<file path="src/rtl/scan_seq_pkg.sv">
`default_nettype none
// ============================================================================
//  Module      : scan_seq_pkg
//  Description : Shared states and constants for the on-chip scan sequencer.
//  Revision    : 1.0 - initial release
// ============================================================================
package scan_seq_pkg;

    typedef enum logic [2:0] {
        IDLE    = 3'd0,
        SHIFT   = 3'd1,
        SE_FALL = 3'd2,
        CAPTURE = 3'd3,
        SE_RISE = 3'd4,
        DONE    = 3'd5
    } state_t;

    // Tap mask for x^16+x^14+x^13+x^11+1 (bits 15, 13, 12, 10 feed bit 0)
    localparam logic [15:0] LFSR_TAPS      = 16'hB400;
    localparam logic [15:0] MISR_POLY      = 16'h1021;
    // An all-zero seed would lock the LFSR, so it is replaced by this value
    localparam logic [15:0] LFSR_ZERO_SEED = 16'h0001;

endpackage : scan_seq_pkg
`default_nettype wire

</file>
<file path="src/rtl/scan_seq_ctrl_misr.sv">
`default_nettype none
// ============================================================================
//  Module      : scan_misr
//  Description : Galois multiple-input signature register compacting the
//                scan chain outputs.
//  Revision    : 1.0 - initial release
// ============================================================================
module scan_misr
    import scan_seq_pkg::*;
#(
    parameter int               SIG_W = 16,
    parameter int               DIN_W = 2,
    parameter logic [SIG_W-1:0] POLY  = SIG_W'(MISR_POLY)
) (
    input  logic             clk,
    input  logic             rst,
    input  logic             i_en,
    input  logic             i_clr,
    input  logic [DIN_W-1:0] i_din,
    // Next-state value, so the parent can capture the signature on the same
    // edge as the final update
    output logic [SIG_W-1:0] o_misr_next
);

    logic [SIG_W-1:0] misr_q;
    logic [SIG_W-1:0] misr_d;

    // Clear has priority over a compaction step
    always_comb begin
        misr_d = misr_q;
        if (i_clr) begin
            misr_d = '0;
        end else if (i_en) begin
            misr_d = {misr_q[SIG_W-2:0], 1'b0}
                   ^ (misr_q[SIG_W-1] ? POLY : '0)
                   ^ SIG_W'(i_din);
        end
    end

    // Signature register
    always_ff @(posedge clk) begin
        if (rst) misr_q <= '0;
        else     misr_q <= misr_d;
    end

    assign o_misr_next = misr_d;

endmodule : scan_misr
`default_nettype wire

</file>
<file path="src/rtl/scan_seq_ctrl.sv">
`default_nettype none
// ============================================================================
//  Module      : scan_seq_ctrl
//  Description : LBIST-lite scan sequencer: shifts LFSR patterns into two scan
//                chains, pulses capture, and compacts unloads into a MISR.
//  Revision    : 1.0 - initial release
// ============================================================================
module scan_seq_ctrl
    import scan_seq_pkg::*;
#(
    parameter int CHAIN_LEN  = 64,
    parameter int NUM_CHAINS = 2,
    parameter int PAT_W      = 16,
    parameter int SIG_W      = 16
) (
    input  logic                  clk,
    input  logic                  rst,
    input  logic                  start,
    input  logic                  abort,
    input  logic [PAT_W-1:0]      pat_count,
    input  logic [SIG_W-1:0]      seed,
    input  logic [NUM_CHAINS-1:0] scan_do,
    output logic                  scan_se,
    output logic                  scan_clk_en,
    output logic [NUM_CHAINS-1:0] scan_di,
    output logic                  busy,
    output logic                  done,
    output logic [SIG_W-1:0]      signature
);

    localparam int             CNT_W      = $clog2(CHAIN_LEN);
    localparam logic [CNT_W-1:0] LAST_SHIFT = CNT_W'(CHAIN_LEN - 1);

    state_t                  state_q, state_d;
    logic [CNT_W-1:0]        shift_cnt_q, shift_cnt_d;
    logic [PAT_W-1:0]        pat_cnt_q, pat_cnt_d;
    logic                    unload_q, unload_d;
    logic [SIG_W-1:0]        lfsr_q, lfsr_d, lfsr_step;
    logic                    scan_se_q, scan_se_d;
    logic                    scan_clk_en_q, scan_clk_en_d;
    logic [NUM_CHAINS-1:0]   scan_di_q, scan_di_d;
    logic                    busy_q, busy_d;
    logic                    done_q, done_d;
    logic [SIG_W-1:0]        signature_q, signature_d;
    logic                    misr_en, misr_clr;
    logic [SIG_W-1:0]        misr_next;

    scan_misr #(
        .SIG_W (SIG_W),
        .DIN_W (NUM_CHAINS)
    ) u_misr (
        .clk         (clk),
        .rst         (rst),
        .i_en        (misr_en),
        .i_clr       (misr_clr),
        .i_din       (scan_do),
        .o_misr_next (misr_next)
    );

    // Next state, counters and LFSR; abort overrides every state
    always_comb begin
        lfsr_step   = {lfsr_q[SIG_W-2:0], ^(lfsr_q & SIG_W'(LFSR_TAPS))};
        state_d     = state_q;
        shift_cnt_d = shift_cnt_q;
        pat_cnt_d   = pat_cnt_q;
        unload_d    = unload_q;
        lfsr_d      = lfsr_q;
        misr_en     = 1'b0;
        misr_clr    = 1'b0;
        if (abort) begin
            state_d     = IDLE;
            shift_cnt_d = '0;
        end else begin
            case (state_q)
                IDLE: begin
                    if (start) begin
                        misr_clr    = 1'b1;
                        unload_d    = 1'b0;
                        pat_cnt_d   = pat_count;
                        shift_cnt_d = '0;
                        lfsr_d      = (seed == '0) ? SIG_W'(LFSR_ZERO_SEED) : seed;
                        state_d     = (pat_count == '0) ? DONE : SHIFT;
                    end
                end
                SHIFT: begin
                    lfsr_d  = lfsr_step;
                    misr_en = unload_q;
                    if (shift_cnt_q == LAST_SHIFT) begin
                        shift_cnt_d = '0;
                        state_d     = (pat_cnt_q != '0) ? SE_FALL : DONE;
                    end else begin
                        shift_cnt_d = shift_cnt_q + 1'b1;
                    end
                end
                SE_FALL: state_d = CAPTURE;
                CAPTURE: begin
                    pat_cnt_d = pat_cnt_q - 1'b1;
                    unload_d  = 1'b1;
                    state_d   = SE_RISE;
                end
                SE_RISE: state_d = SHIFT;
                DONE:    state_d = IDLE;
                default: state_d = IDLE;
            endcase
        end
    end

    // Registered outputs are derived from the state being entered
    always_comb begin
        scan_se_d     = 1'b0;
        scan_clk_en_d = 1'b0;
        scan_di_d     = '0;
        busy_d        = (state_d != IDLE);
        done_d        = 1'b0;
        signature_d   = signature_q;
        case (state_d)
            SHIFT: begin
                scan_se_d     = 1'b1;
                scan_clk_en_d = 1'b1;
                // Unload-only window once every pattern has been captured
                if (pat_cnt_d != '0) scan_di_d = {lfsr_d[8], lfsr_d[0]};
            end
            SE_FALL: scan_di_d = scan_di_q;
            CAPTURE: begin
                scan_clk_en_d = 1'b1;
                scan_di_d     = scan_di_q;
            end
            SE_RISE: begin
                scan_se_d = 1'b1;
                scan_di_d = scan_di_q;
            end
            DONE: begin
                done_d      = 1'b1;
                signature_d = misr_next;
            end
            default: ;
        endcase
    end

    // State, datapath and output registers
    always_ff @(posedge clk) begin
        if (rst) begin
            state_q       <= IDLE;
            shift_cnt_q   <= '0;
            pat_cnt_q     <= '0;
            unload_q      <= 1'b0;
            lfsr_q        <= SIG_W'(LFSR_ZERO_SEED);
            scan_se_q     <= 1'b0;
            scan_clk_en_q <= 1'b0;
            scan_di_q     <= '0;
            busy_q        <= 1'b0;
            done_q        <= 1'b0;
            signature_q   <= '0;
        end else begin
            state_q       <= state_d;
            shift_cnt_q   <= shift_cnt_d;
            pat_cnt_q     <= pat_cnt_d;
            unload_q      <= unload_d;
            lfsr_q        <= lfsr_d;
            scan_se_q     <= scan_se_d;
            scan_clk_en_q <= scan_clk_en_d;
            scan_di_q     <= scan_di_d;
            busy_q        <= busy_d;
            done_q        <= done_d;
            signature_q   <= signature_d;
        end
    end

    assign scan_se     = scan_se_q;
    assign scan_clk_en = scan_clk_en_q;
    assign scan_di     = scan_di_q;
    assign busy        = busy_q;
    assign done        = done_q;
    assign signature   = signature_q;

endmodule : scan_seq_ctrl
`default_nettype wire

</file>
<file path="config.mk">
export PLATFORM = sky130hd
export DESIGN_NAME = scan_seq_ctrl
export DESIGN_NICKNAME = d
export VERILOG_FILES = /design/src/rtl/scan_seq_pkg.sv /design/src/rtl/scan_seq_ctrl_misr.sv /design/src/rtl/scan_seq_ctrl.sv
export SDC_FILE = /design/constraint.sdc
export NUM_CORES = 1
export LEC_CHECK = 0
export CAP_MARGIN = 25
export CORE_ASPECT_RATIO = 1.1
export CORE_MARGIN = 5
export CORE_UTILIZATION = 50
export CTS_CLUSTER_SIZE = 14
export DETAILED_ROUTE_END_ITERATION = 16
export HOLD_SLACK_MARGIN = 0.02
export PLACE_DENSITY_LB_ADDON = 0.3
export SYNTH_ARGS = -nofsm -noshare
export SYNTH_HDL_FRONTEND = slang
export SYNTH_SLANG_ARGS = --single-unit
</file>
<file path="constraint.sdc">
create_clock -name clk -period 6.11 [get_ports clk]
set_input_delay 0.611 -clock clk [delete_from_list [all_inputs] [get_ports clk]]
set_output_delay 0.611 -clock clk [all_outputs]
set_load 0.01 [all_outputs]
</file>
== Yosys cells after proc, flatten, opt, wreduce, memory -nomap -nowiden ==
Cells that the tools add are included.

* Register bits: 80
* Output and inout port bits: 22
* Logic and storage cells: 76

* $add $sub $neg: 2
* Equal/unequal tests: 11
* Muxes and demuxes: 31
* Bitwise logic cells: 3
* Reduce and logical (&&, ||, !) cells: 16

{| class="wikitable"
|+ Operators by type and width
! cell !! number
|-
| 16-bit two-way mux || 6
|-
| 16-bit one-hot mux with 2 select lines || 2
|-
| 16-bit logical NOT || 2
|-
| 16-bit nonzero test || 2
|-
| 16-bit XOR reduction || 1
|-
| 16-bit by 1-bit subtractor with 16-bit output (second input constant) || 1
|-
| 16-bit bitwise XOR || 1
|-
| 16-bit by 2-bit bitwise XOR with 16-bit output || 1
|-
| 3-bit two-way mux || 5
|-
| 3-bit one-hot mux with 5 select lines || 1
|-
| 13-bit two-way mux || 1
|-
| 3-bit by 2-bit == test with 1-bit output (second input constant) || 4
|-
| 6-bit two-way mux || 2
|-
| 6-bit one-hot mux with 2 select lines || 1
|-
| 3-bit == test (second input constant) || 3
|-
| 1-bit two-way mux || 9
|-
| 9-bit two-way mux || 1
|-
| 6-bit by 1-bit adder with 6-bit output (second input constant) || 1
|-
| 3-bit by 1-bit == test with 1-bit output (second input constant) || 2
|-
| 6-bit == test (second input constant) || 1
|-
| 3-bit AND reduction || 2
|-
| 2-bit OR reduction || 3
|-
| 2-bit one-hot mux with 2 select lines || 1
|-
| 2-bit nonzero test || 2
|-
| 8 further kinds || 8
|}

== Depth between registers and ports, before layout ==
* Depth after elaboration: 8
* Gate-level depth with buffers: 13
* Depth with buffers taken out: 9

== Cells and area by module ==
A second synthesis with hierarchy kept.

* Cell total of the unflattened synthesis: 478
* Area total of the unflattened synthesis: 4000.1 um2

{| class="wikitable"
|+ Modules (own cells, without submodules)
! module !! times used !! cells an instance !! area an instance (um2)
|-
| scan_seq_ctrl || 1 || 402 || 3293.2
|-
| scan_misr || 1 || 76 || 706.9
|}

== Least setup slack after synthesis ==
No wires, ideal clock.

* Path type: register to register
* From: reg pat_cnt_q[0]
* To: reg signature_q[13] (netlist: signature[13])
* Arrival time: 2811 ps
* Data required time: 6039 ps
* Setup slack: 3229 ps
* Cell stages (with the launch flop): 13
* Buffers on the path: 3
* Clock period less this slack: 2881 ps
* Path through: dfxtp_1 > clkbuf_1 > inv_1 > ha_1 > or4b_1 > buf_2 > nor4_4 > and3_1 > o21ai_2 > or3_4 > buf_6 > or3_1 > a21oi_1

* Cells in the longest elaborated chain, start to end: 6

{| class="wikitable"
|+ Ends and longest elaborated chain
! item !! line !! source
|-
| from (decl) || scan_seq_ctrl.sv:36 || <nowiki>logic [PAT_W-1:0] pat_cnt_q, pat_cnt_d;</nowiki>
|-
| from (signal assigned) || scan_seq_ctrl.sv:157 || <nowiki>pat_cnt_q <= pat_cnt_d;</nowiki>
|-
| 16-bit nonzero test || scan_seq_ctrl.sv:90 || <nowiki>state_d = (pat_cnt_q != '0) ? SE_FALL : DONE;</nowiki>
|-
| 3-bit two-way mux || scan_seq_ctrl.sv:90 ||
|-
| 3-bit two-way mux || scan_seq_ctrl.sv:88 || <nowiki>if (shift_cnt_q == LAST_SHIFT) begin</nowiki>
|-
| 3-bit one-hot mux with 5 select lines || scan_seq_ctrl.sv:74 || <nowiki>case (state_q)</nowiki>
|-
| 3-bit two-way mux || scan_seq_ctrl.sv:70 || <nowiki>if (abort) begin</nowiki>
|-
| 3-bit == test || scan_seq_ctrl.sv:116 || <nowiki>case (state_d)</nowiki>
|-
| to (signal assigned) || scan_seq_ctrl.sv:165 || <nowiki>signature_q <= signature_d;</nowiki>
|-
| to (decl) || scan_seq_ctrl.sv:44 || <nowiki>logic [SIG_W-1:0] signature_q, signature_d;</nowiki>
|}

Every way passes these cells.
A chain may end at the register's enable or synchronous reset.

== Final worst setup path ==
* From: in start
* To: reg scan_di_q[0] (netlist: scan_di[0])

* Cells in the longest elaborated chain, start to end: 6

{| class="wikitable"
|+ Ends and longest elaborated chain
! item !! line !! source
|-
| from (decl) || scan_seq_ctrl.sv:18 || <nowiki>input logic start,</nowiki>
|-
| 3-bit two-way mux / 16-bit two-way mux (equally long branches) || scan_seq_ctrl.sv:76 || <nowiki>if (start) begin</nowiki>
|-
| 3-bit one-hot mux with 5 select lines / 16-bit one-hot mux with 2 select lines (equally long branches) || scan_seq_ctrl.sv:74 ||
|-
| 3-bit two-way mux / 16-bit two-way mux (equally long branches) || scan_seq_ctrl.sv:70 ||
|-
| 3-bit == test (tied with other cells) || scan_seq_ctrl.sv:116 ||
|-
| 3-bit OR reduction (no source line) / 2-bit two-way mux (equally long branches) || - ||
|-
| 2-bit one-hot mux with 2 select lines || scan_seq_ctrl.sv:116 ||
|-
| to (signal assigned) || scan_seq_ctrl.sv:162 || <nowiki>scan_di_q <= scan_di_d;</nowiki>
|-
| to (decl) || scan_seq_ctrl.sv:41 || <nowiki>logic [NUM_CHAINS-1:0] scan_di_q, scan_di_d;</nowiki>
|}

Parallel ways exist; a longest one is shown, timed or not. The select of a mux whose other input is x is not followed.

==> reports/metrics.yaml <==
ir_drop_mv: 0.160
clock_sinks: 80
crit_type: "primary input to register"
first_pass_iters: 5
vias: 3807
synthToLayoutAreaGrowth_pct: 21.5
syn_area_um2: 3890
rr_startpoint: "pat_cnt_q[0]"
ys_seq_area_share_pct: 41.2
cts_root_buf: "clkbuf_8"
status: "complete, no violations"
viasPerCell: 6.12
cp_num_buf_inv: 1
crit_start: "start"
portBuffers: 59
critPathTopFamily: "simple AND/OR/NAND/NOR gates"
hpwlAfterDp_mm: 7.02
r2r_cells: 9
ys_types: 57
hold_viol_final: 0
drc: 0
die_area_um2: 9650
p_leak_nw: 1.61
slew_viol_final: 0
synth_fp_nets: 513
rsz0062_at_grt: "false"
ff2ff_setup_slack_ps: 2910
hold_ws_ps: 455
cts_made_buffers: 9
drt_iter0_markers: 259
wl_per_cell_um: 15.9
holdPathStages: 2
hp-class: "register to register"
clk_pin_slew_ps: 80
relSlewSlack_pct: 41.0
cp-start-kind: "primary input"
grt_pass1_wl_mm: 16.6
fin_area_um2: 4730
final_cell_mix: "80 x dfxtp_1, 58 x clkdlybuf4s50_1, 56 x nor2_1"
cap_violations: 0
grt_max_degree: 77
power_density_nw_per_um2: 241
grt_pass1_vias: 3520
mostFrequentLayoutCell: "dfxtp_1"
crit_chain: "clkdlybuf4s50_1 > or3b_2 > a21oi_2 > o21ai_0 > o2bb2ai_1 > or4b_1 > nor4_1 > o41ai_1"
diodes: 0
holdPathEnd: "signature[6]"
die_w_um: 94.1
arrival_ps: 3580
ant_nets: 0
slowest_delay_ps: 640
r2r-end: "signature[1]"
yosysWarnings: 0
syn_inst: 473
clock_tree.buffer_depth: 2
slowest_stage: "clkdlybuf4s50_1"
gp_congestion: 0.942
io_pins: 60
antenna_found_initial: 0
clock.fmax_ghz: 0.297
hold_buffers: 0
synth-edff-count: 0
die_h_um: 103
cp_max_fo: 10
ys_ff_latch: 80
setup_viol: 0
grt.overflow.total: 0
tightest_slew_ps: 886
grt_util_all_layers_pct: 21.3
synth_flop_cell: "dfxtp_1"
htree_levels: 3
post_cts_resize_count: 0
drive_gt1_share_pct: 6.19
syn_avg_cell_area_um2: 8.22
clk_latency_ps: 340
wirelength_mm: 9.92
fin_tns_setup_ps: 0
cts_tree: "done"
postCtsSetupRepairBufs: 0
synthArstFlopShare_pct: 0
layout.nets: 553
rows: 33
min_period_ps: 3370
start_util_pct: 51.8
core_area_um2: 7510
min_from: "signature[6]"
fin_worst_skew_ps: 10.9
placed_area_um2: 4500
fin_crit_sh_pct: 55.2
cp-end-kind: "register"
cp_data_required_time_ps: 6320
[through the flow]
step                util [%]  power [W]  instances  worst slack, ps
floorplan                  -   0.000662        473             3230
global placement        59.9   0.000720        606             2520
detailed placement      59.9   0.000722        606             2400
CTS                     62.8    0.00115        621             2790
global route            62.9    0.00119        622             2600
finish                  62.9    0.00114        622             2740
[layer usage]
metal	wire, um	global-route usage [%]	vias to the layer above
met5	0	0	-
met4	306	8.44	0
met3	703	5.62	31
met2	4650	34.1	158
met1	4260	27.4	1781
li1	-	-	1837
[registers in the layout, indices dropped and copies added, names as in the netlist]
| signal | cells |
|---|---|
| u_misr.misr_q | 16 |
| unload_q | 1 |
| busy | 1 |
| state_q | 3 |
| scan_clk_en | 1 |
| pat_cnt_q | 16 |
| signature | 16 |
| done | 1 |
| lfsr_q | 16 |
| scan_se | 1 |
| shift_cnt_q | 6 |
| scan_di | 2 |
[kinds of logic (layout without fill, tap and decap cells)]
family | after synthesis | count (layout) | synth area share, %
fa+ha+maj | 2 | 2 | 0.643
buf+inv | 37 | 81 | 4.02
flops | 80 | 80 | 41.2
xor+xnor | 8 | 8 | 1.80
mux | 15 | 15 | 3.89
simple gates | 224 | 224 | 29.8
compound gates | 107 | 107 | 18.7
[power breakdown]
group | internal (W) | switching, W
combinational | 0.0000713 | 0.0000914
clock | 0.000239 | 0.000185
sequential | 0.000536 | 0.0000144
total | 0.000846 | 0.000291
[cell type report]
type,count,area (um2)
Multi-Input combinational cell,356,2140
Fill cell,660,2790
Clock buffer,10,138
Timing Repair Buffer,64,623
Tap cell,105,131
Inverter,2,7.51
Sequential cell,80,1600
Clock inverter,5,81.3
[worst max-delay path by stage]
| stage | endpoint | slack [ps] | cells after the start |
|---|---|---|---|
| finish | scan_di[0] | 2740 | 8 |
| global route | scan_di[0] | 2600 | 8 |
| CTS | scan_di[0] | 2790 | 8 |
| detailed placement | scan_di[0] | 2400 | 8 |
| floorplan | signature[13] | 3230 | 12 |
| global placement | scan_di[0] | 2520 | 8 |
[cells in the mapped netlist, types with 2 or more instances]
cell,number,area share (%)
or3_1,20,3.2
or2_2,3,0.48
buf_6,2,0.58
nand2_1,36,3.5
or4_1,3,0.58
a22oi_1,11,2.1
o2bb2ai_1,2,0.45
o21ai_0,21,2.7
a32oi_1,2,0.45
a222oi_1,2,0.51
and3_1,6,0.97
nand3b_1,6,1.2
a21o_1,2,0.39
o31ai_1,3,0.58
nand4_1,5,0.80
a32o_1,4,1.0
a21oi_1,27,3.5
dfxtp_1,80,41
inv_1,2,0.19
xnor2_1,6,1.4
a31oi_1,2,0.32
mux2i_1,14,3.6
a22o_1,2,0.45
a221oi_1,14,3.2
buf_2,2,0.26
clkbuf_1,28,2.7
buf_1,3,0.29
nor3_1,43,5.5
nor4_1,14,2.3
nand2b_1,5,0.80
or4b_1,2,0.51
xor2_1,2,0.45
nor2b_1,6,0.97
o41ai_1,2,0.45
nand3_1,10,1.3
o21a_1,3,0.58
nor2_1,57,5.5
ha_1,2,0.64
[worst reg2reg max path: stages (launching register included)]
cell and delay, ps:
dfxtp_1 390, inv_1 100, ha_1 210, or4b_1 630
nor4_4 400, and3_1 240, o21ai_2 80, or3_4 540
or3_1 400, a21oi_1 140
Note: power is estimated with default switching activity, not from simulation.
